`config.mk`:
```
export PLATFORM = sky130hd
export DESIGN_NAME = fetch_decode_ctrl
export DESIGN_NICKNAME = d
export VERILOG_FILES = /design/src/rtl/cpu_isa_pkg.sv /design/src/rtl/cond_eval.sv /design/src/rtl/fetch_decode_ctrl.sv
export SDC_FILE = /design/constraint.sdc
export NUM_CORES = 1
export LEC_CHECK = 0
export CAP_MARGIN = 20
export CORE_MARGIN = 3
export CORE_UTILIZATION = 45
export DETAILED_ROUTE_END_ITERATION = 7
export MAX_ROUTING_LAYER = met4
export PLACE_DENSITY = 0.82
export SYNTH_ARGS = -nofsm -noshare
export SYNTH_HDL_FRONTEND = slang
export SYNTH_SLANG_ARGS = --single-unit
```
`constraint.sdc`:
```
create_clock -name clk -period 2.9 [get_ports clk]
set_input_delay 0.58 -clock clk [delete_from_list [all_inputs] [get_ports clk]]
set_output_delay 0.58 -clock clk [all_outputs]
set_load 0.02 [all_outputs]
```
`src/rtl/cpu_isa_pkg.sv`:
```
// Shared ISA definitions for the 16-bit CPU control path.
// Contents: opcode, SPECIAL-group extension and condition-code constants,
// the fetch/decode/execute state enum, and a helper that classifies ALU opcodes.
package cpu_isa_pkg;

  localparam logic [3:0] OP_RTYPE   = 4'b0000;
  localparam logic [3:0] OP_SPECIAL = 4'b0100;
  localparam logic [3:0] OP_BCOND   = 4'b1100;
  localparam logic [3:0] OP_HALT    = 4'b1111;

  localparam logic [3:0] EXT_LOAD  = 4'b0000;
  localparam logic [3:0] EXT_STOR  = 4'b1000;
  localparam logic [3:0] EXT_JCOND = 4'b1100;

  localparam logic [3:0] CC_EQ = 4'b0000;
  localparam logic [3:0] CC_NE = 4'b0001;
  localparam logic [3:0] CC_CS = 4'b0010;
  localparam logic [3:0] CC_CC = 4'b0011;
  localparam logic [3:0] CC_MI = 4'b0100;
  localparam logic [3:0] CC_PL = 4'b0101;
  localparam logic [3:0] CC_UC = 4'b1110;

  typedef enum logic [2:0] {
    FETCH, LATCH, DECODE, EXEC, MEM, MEMWB, HALT
  } state_t;

  // R-type plus the immediate ALU ops 0001-1011; 0100 is the SPECIAL group.
  function automatic logic is_alu_op(input logic [3:0] op);
    return (op <= 4'd11) && (op != OP_SPECIAL);
  endfunction

endpackage

```
`src/rtl/cond_eval.sv`:
```
// Branch/jump condition evaluator.
// Ports: cond - condition code (rdst field); z/c/n - PSR flags;
//        taken - 1 when the condition holds. Unlisted codes are never taken.
module cond_eval
  import cpu_isa_pkg::*;
(
  input  logic [3:0] cond,
  input  logic       z,
  input  logic       c,
  input  logic       n,
  output logic       taken
);

  always_comb begin
    taken = 1'b0;
    case (cond)
      CC_EQ:   taken = z;
      CC_NE:   taken = !z;
      CC_CS:   taken = c;
      CC_CC:   taken = !c;
      CC_MI:   taken = n;
      CC_PL:   taken = !n;
      CC_UC:   taken = 1'b1;
      default: taken = 1'b0;
    endcase
  end

endmodule

```
`src/rtl/fetch_decode_ctrl.sv`:
```
// Multi-cycle fetch/decode/execute controller. Owns PC and IR, sequences
// memory reads/writes, splits IR into raw fields and drives write-back control.
// Ports: clk/rst_n; mem_rdata (IR / load data, valid cycle after mem_re);
//   reg_src_data/reg_dst_data (register values for rsrc/rdst); flag_z/c/n;
//   mem_addr/mem_re/mem_we/mem_wdata; opcode/rdst_field/flag_type/rsrc_field/
//   imm_field; alu_en/reg_we/wb_sel; pc; halted.
module fetch_decode_ctrl
  import cpu_isa_pkg::*;
#(
  parameter int                ADDR_W   = 16,
  parameter logic [ADDR_W-1:0] RESET_PC = '0
) (
  input  logic              clk,
  input  logic              rst_n,
  input  logic [15:0]       mem_rdata,
  input  logic [15:0]       reg_src_data,
  input  logic [15:0]       reg_dst_data,
  input  logic              flag_z,
  input  logic              flag_c,
  input  logic              flag_n,
  output logic [ADDR_W-1:0] mem_addr,
  output logic              mem_re,
  output logic              mem_we,
  output logic [15:0]       mem_wdata,
  output logic [3:0]        opcode,
  output logic [3:0]        rdst_field,
  output logic [3:0]        flag_type,
  output logic [3:0]        rsrc_field,
  output logic [7:0]        imm_field,
  output logic              alu_en,
  output logic              reg_we,
  output logic              wb_sel,
  output logic [ADDR_W-1:0] pc,
  output logic              halted
);

  state_t            state, state_nxt;
  logic              run;      // low for the first cycle after reset release
  logic [15:0]       ir;
  logic [ADDR_W-1:0] pc_nxt, pc_inc, br_tgt;
  logic [3:0]        ext;
  logic              taken, mem_op;

  assign opcode     = ir[15:12];
  assign rdst_field = ir[11:8];
  assign ext        = ir[7:4];
  assign rsrc_field = ir[3:0];
  assign imm_field  = ir[7:0];
  assign flag_type  = (opcode == OP_SPECIAL) ? ext : 4'b0000;

  assign mem_op = (opcode == OP_SPECIAL) && (ext == EXT_LOAD || ext == EXT_STOR);
  assign pc_inc = pc + ADDR_W'(1);
  assign br_tgt = pc + {{(ADDR_W-8){imm_field[7]}}, imm_field};

  cond_eval u_cond (
    .cond  (rdst_field),
    .z     (flag_z),
    .c     (flag_c),
    .n     (flag_n),
    .taken (taken)
  );

  always_ff @(posedge clk or negedge rst_n) begin
    if (!rst_n) state <= FETCH;
    else        state <= state_nxt;
  end

  always_ff @(posedge clk or negedge rst_n) begin
    if (!rst_n) begin
      run <= 1'b0;
      pc  <= RESET_PC;
      ir  <= 16'h0000;
    end else begin
      run <= 1'b1;
      pc  <= pc_nxt;
      if (state == LATCH) ir <= mem_rdata;
    end
  end

  always_comb begin
    state_nxt = state;
    case (state)
      FETCH:   state_nxt = run ? LATCH : FETCH;
      LATCH:   state_nxt = DECODE;
      DECODE:  state_nxt = (opcode == OP_HALT) ? HALT : EXEC;
      EXEC:    state_nxt = mem_op ? MEM : FETCH;
      MEM:     state_nxt = (ext == EXT_LOAD) ? MEMWB : FETCH;
      MEMWB:   state_nxt = FETCH;
      HALT:    state_nxt = HALT;
      default: state_nxt = FETCH;
    endcase
  end

  // PC update; LOAD/STOR hold the PC in EXEC and advance once the access is done.
  always_comb begin
    pc_nxt = pc;
    case (state)
      EXEC: begin
        if (opcode == OP_SPECIAL) begin
          if (ext == EXT_JCOND && taken) pc_nxt = reg_src_data[ADDR_W-1:0];
          else if (!mem_op)              pc_nxt = pc_inc;
        end else if (opcode == OP_BCOND) begin
          pc_nxt = taken ? br_tgt : pc_inc;
        end else begin
          pc_nxt = pc_inc;
        end
      end
      MEM:     if (ext == EXT_STOR) pc_nxt = pc_inc;
      MEMWB:   pc_nxt = pc_inc;
      default: pc_nxt = pc;
    endcase
  end

  always_comb begin
    mem_addr  = pc;
    mem_re    = 1'b0;
    mem_we    = 1'b0;
    mem_wdata = 16'h0000;
    alu_en    = 1'b0;
    reg_we    = 1'b0;
    wb_sel    = 1'b0;
    halted    = 1'b0;
    case (state)
      FETCH: mem_re = run;
      EXEC: begin
        if (is_alu_op(opcode)) begin
          alu_en = 1'b1;
          reg_we = 1'b1;
        end
      end
      MEM: begin
        mem_addr = reg_src_data[ADDR_W-1:0];
        if (ext == EXT_LOAD) begin
          mem_re = 1'b1;
        end else begin
          mem_we    = 1'b1;
          mem_wdata = reg_dst_data;
        end
      end
      MEMWB: begin
        reg_we = 1'b1;
        wb_sel = 1'b1;
      end
      HALT:    halted = 1'b1;
      default: ;
    endcase
  end

endmodule

```
==> flow_summary.ini <==
[yosys]
synth_top_area_share_pct = 26.4
synth_edf_count = 0
yosysTopAreaCell = dfrtp_1
synth-async-reset-ratio_pct = 100
syn_nets = 477
yosys_most_used_dff = dfrtp_1
synthTopCellsByCount = dfrtp_1, nor2_1, mux2_2
synth_area_leaders = dfrtp_1, mux2_2, ha_1
syn_avg_cell_area_sq_um = 8.39
synth_cell_types = 59
netlist_instances = 407
syn_area_sq_um = 3410
yosysWarningCount = 0
ys_seq_elements = 36
yosysSeqAreaShare_pct = 26.4

[global_routing]
antenna_found_initial = 0
grt.overflow.total = 0
grt.total_usage_pct = 26.8
grt_pass1_vias = 3695
grt_pass1_wl_um = 18300
grt_max_degree = 37

[status]
status = finished, final reports clean

[placement]
routabilityCongestion = 0.940
pre_cts_ws_ns = 0.0142
port_buffers = 130
post-dp-hpwl_um = 8800

[power_and_ir_drop]
p_sw_mw = 2.96
powerDensity_nw_per_um2 = 1180
clockPowerShare_pct = 8.3
netSwitchingFraction_pct = 49.2
leakagePower_nw = 2.16
seqPwrFrac_pct = 18.2
internal-power_mw = 3.05
pwr-share-comb_pct = 73.5
peakVddDrop_uv = 603

[final_layout]
antennaDiodeCount = 0
nets = 611
final.fill_count = 596
area_growth_pct = 49.4
drive_gt1_share_pct = 14.9

[sta]
setup_tns_ns = 0
worst_slack_ns = 0.123
clock_skew_ns = 0.00191
fmax_ghz = 0.360
relSlewSlack_pct = 42.5
min_period_over_period_pct = 95.8
tightest_slew_ns = 0.862
maxSlewViolCount = 0
setup_viol = 0
rsz0062_at_grt = false
hold_viol_final = 0
post-route-min-period_ns = 2.78

[floorplanning]
die_y_um = 93.1
die_area_sq_um = 8670
start_util_pct = 46.8
core_region_area_sq_um = 7290
ios = 131
fp.dieW_um = 93.1
rows = 31

[clock_network]
clk_latency_ns = 0.29
cts_hold_buffers = 0
cts-root-buf = clkbuf_8
clock-sinks = 36
htree_levels = 2
cts_buffers = 5
clockBufferDepth = 2
clkTransAtPathRegs_ns = 0.08
postCtsSetupRepairBufs = 0
cts_tree = done

[worst_setup_path]
cp-end-kind = output pin
path_max_fanout = 2
crit_type = reg2out
required_ns = 2.32
crit_arrival_ns = 2.20
critPathLaunchType = flop

[detailed_routing]
drt_iter0_markers = 371
vias_per_cell = 5.99
route.detailed.drc = 0
antenna_left = 0
vias = 3840
drt-wirelength-per-cell_um = 18.0
routed_wl_um = 11500
dr.pass1.iters = 7

[run]
drv_cap = 0

[worst_hold_path]
hold_class = in2async
-- cell type report --
class                      count  area [sq um]  share of cell area (%)
timing repair buffer         153          1520                    29.8
inverter                       6          22.5                   0.442
tap                           99           124                    2.43
clock buffer                   7          96.3                    1.89
sequential                    36           901                    17.7
multi-input combinational    339          2410                    47.2
clock inverter                 1          30.0                   0.589
-- timing repair --
| action | 4_1_cts | 5_1_grt |
|---|---|---|
| gates cloned | 0 | 0 |
| pin swaps | 0 | 0 |
| gates resized for setup | 4 | 20 |
| endpoints found under the setup margin | 21 | 34 |
-- through the flow --
stage / hold WS (ns) / power [mW] / utilization (%) / cell area [sq um] / instances
2_1_floorplan: 0.284 / 3.84 / - / 3410 / 407
3_3_place_gp: 0.554 / 5.27 / 67.1 / 4890 / 633
3_5_place_dp: 0.563 / 5.38 / 67.1 / 4890 / 633
4_1_cts: 0.418 / 5.93 / 69.1 / 5040 / 641
5_1_grt: 0.453 / 6.39 / 70.0 / 5100 / 641
6_report: 0.381 / 6.01 / 70.0 / 5100 / 641
-- final timing paths --
path	slack, ns	cells past startpoint	to	startpoint
max in group asynchronous	1.97	1	pc[15]	rst_n
min in group clk	0.58	1	ir[3]	ir[3]
worst min-delay path	0.38	1	pc[13]	rst_n
worst max register to register	0.26	9	pc[10]	ir[0]
worst min register to register	0.58	1	ir[3]	ir[3]
worst max-delay path	0.12	4	mem_re	ir[4]
-- cells in the final DEF, fill, tap and decap left out, types with 5 or more instances in the layout --
cell type        instances
a211oi_1                10
a21o_1                   5
a21oi_1                 29
a31oi_1                 11
and2_1                  23
buf_4                   22
clkbuf_8                 7
clkdlybuf4s50_1        113
dfrtp_1                 36
dlymetal6s2s_1          16
ha_1                    16
inv_1                    6
mux2_2                  33
mux2i_1                  6
nand2_1                 25
nand2b_1                 6
nand3_1                 20
nor2_1                  35
nor3_1                  12
o211ai_1                 6
o21ai_0                 12
o21ai_1                  6
o22ai_1                  6
xnor2_1                 14
xor2_1                   8
-- worst max-delay path: stages (launching register included) --
cell and delay [ns]:
dfrtp_1 0.42, nor4_4 0.39, nand2_1 0.14, a211oi_1 0.29, clkdlybuf4s50_1 0.67
-- routing by layer --
| metal | share of wire (%) | up-vias | wire, um | GRT usage (%) |
|---|---|---|---|---|
| met5 | 0 | - | 0 | - |
| met4 | 1.3 | 0 | 146 | 7.08 |
| met3 | 8.2 | 28 | 945 | 3.54 |
| met2 | 50 | 208 | 5720 | 45.2 |
| met1 | 41 | 1832 | 4710 | 34.1 |
| li1 | - | 1772 | - | - |
-- state kept, by name, indices dropped and copies added (netlist names) --
name	cells
state	3
ir	16
run	1
pc	16
-- power groups by stage --
| stage | registers [mW] | clock network (mW) | logic (mW) |
|---|---|---|---|
| 3_3_place_gp | 1.05 | 0 | 4.23 |
| 2_1_floorplan | 1.29 | 0 | 2.56 |
| 6_report | 1.09 | 0.501 | 4.41 |
| 3_5_place_dp | 1.06 | 0 | 4.32 |
| 4_1_cts | 1.07 | 0.499 | 4.36 |
| 5_1_grt | 1.13 | 0.523 | 4.74 |
-- kinds of logic after synthesis --
kind of cell	count (synthesis)	synth area share [%]
compound gates	107	20.4
xor+xnor	22	5.64
fa+ha+maj	17	6.45
buf+inv	32	4.36
flops	36	26.4
mux	40	13.1
other cells	1	0.110
simple gates	152	23.5
Power figures use the tool's default switching activity.
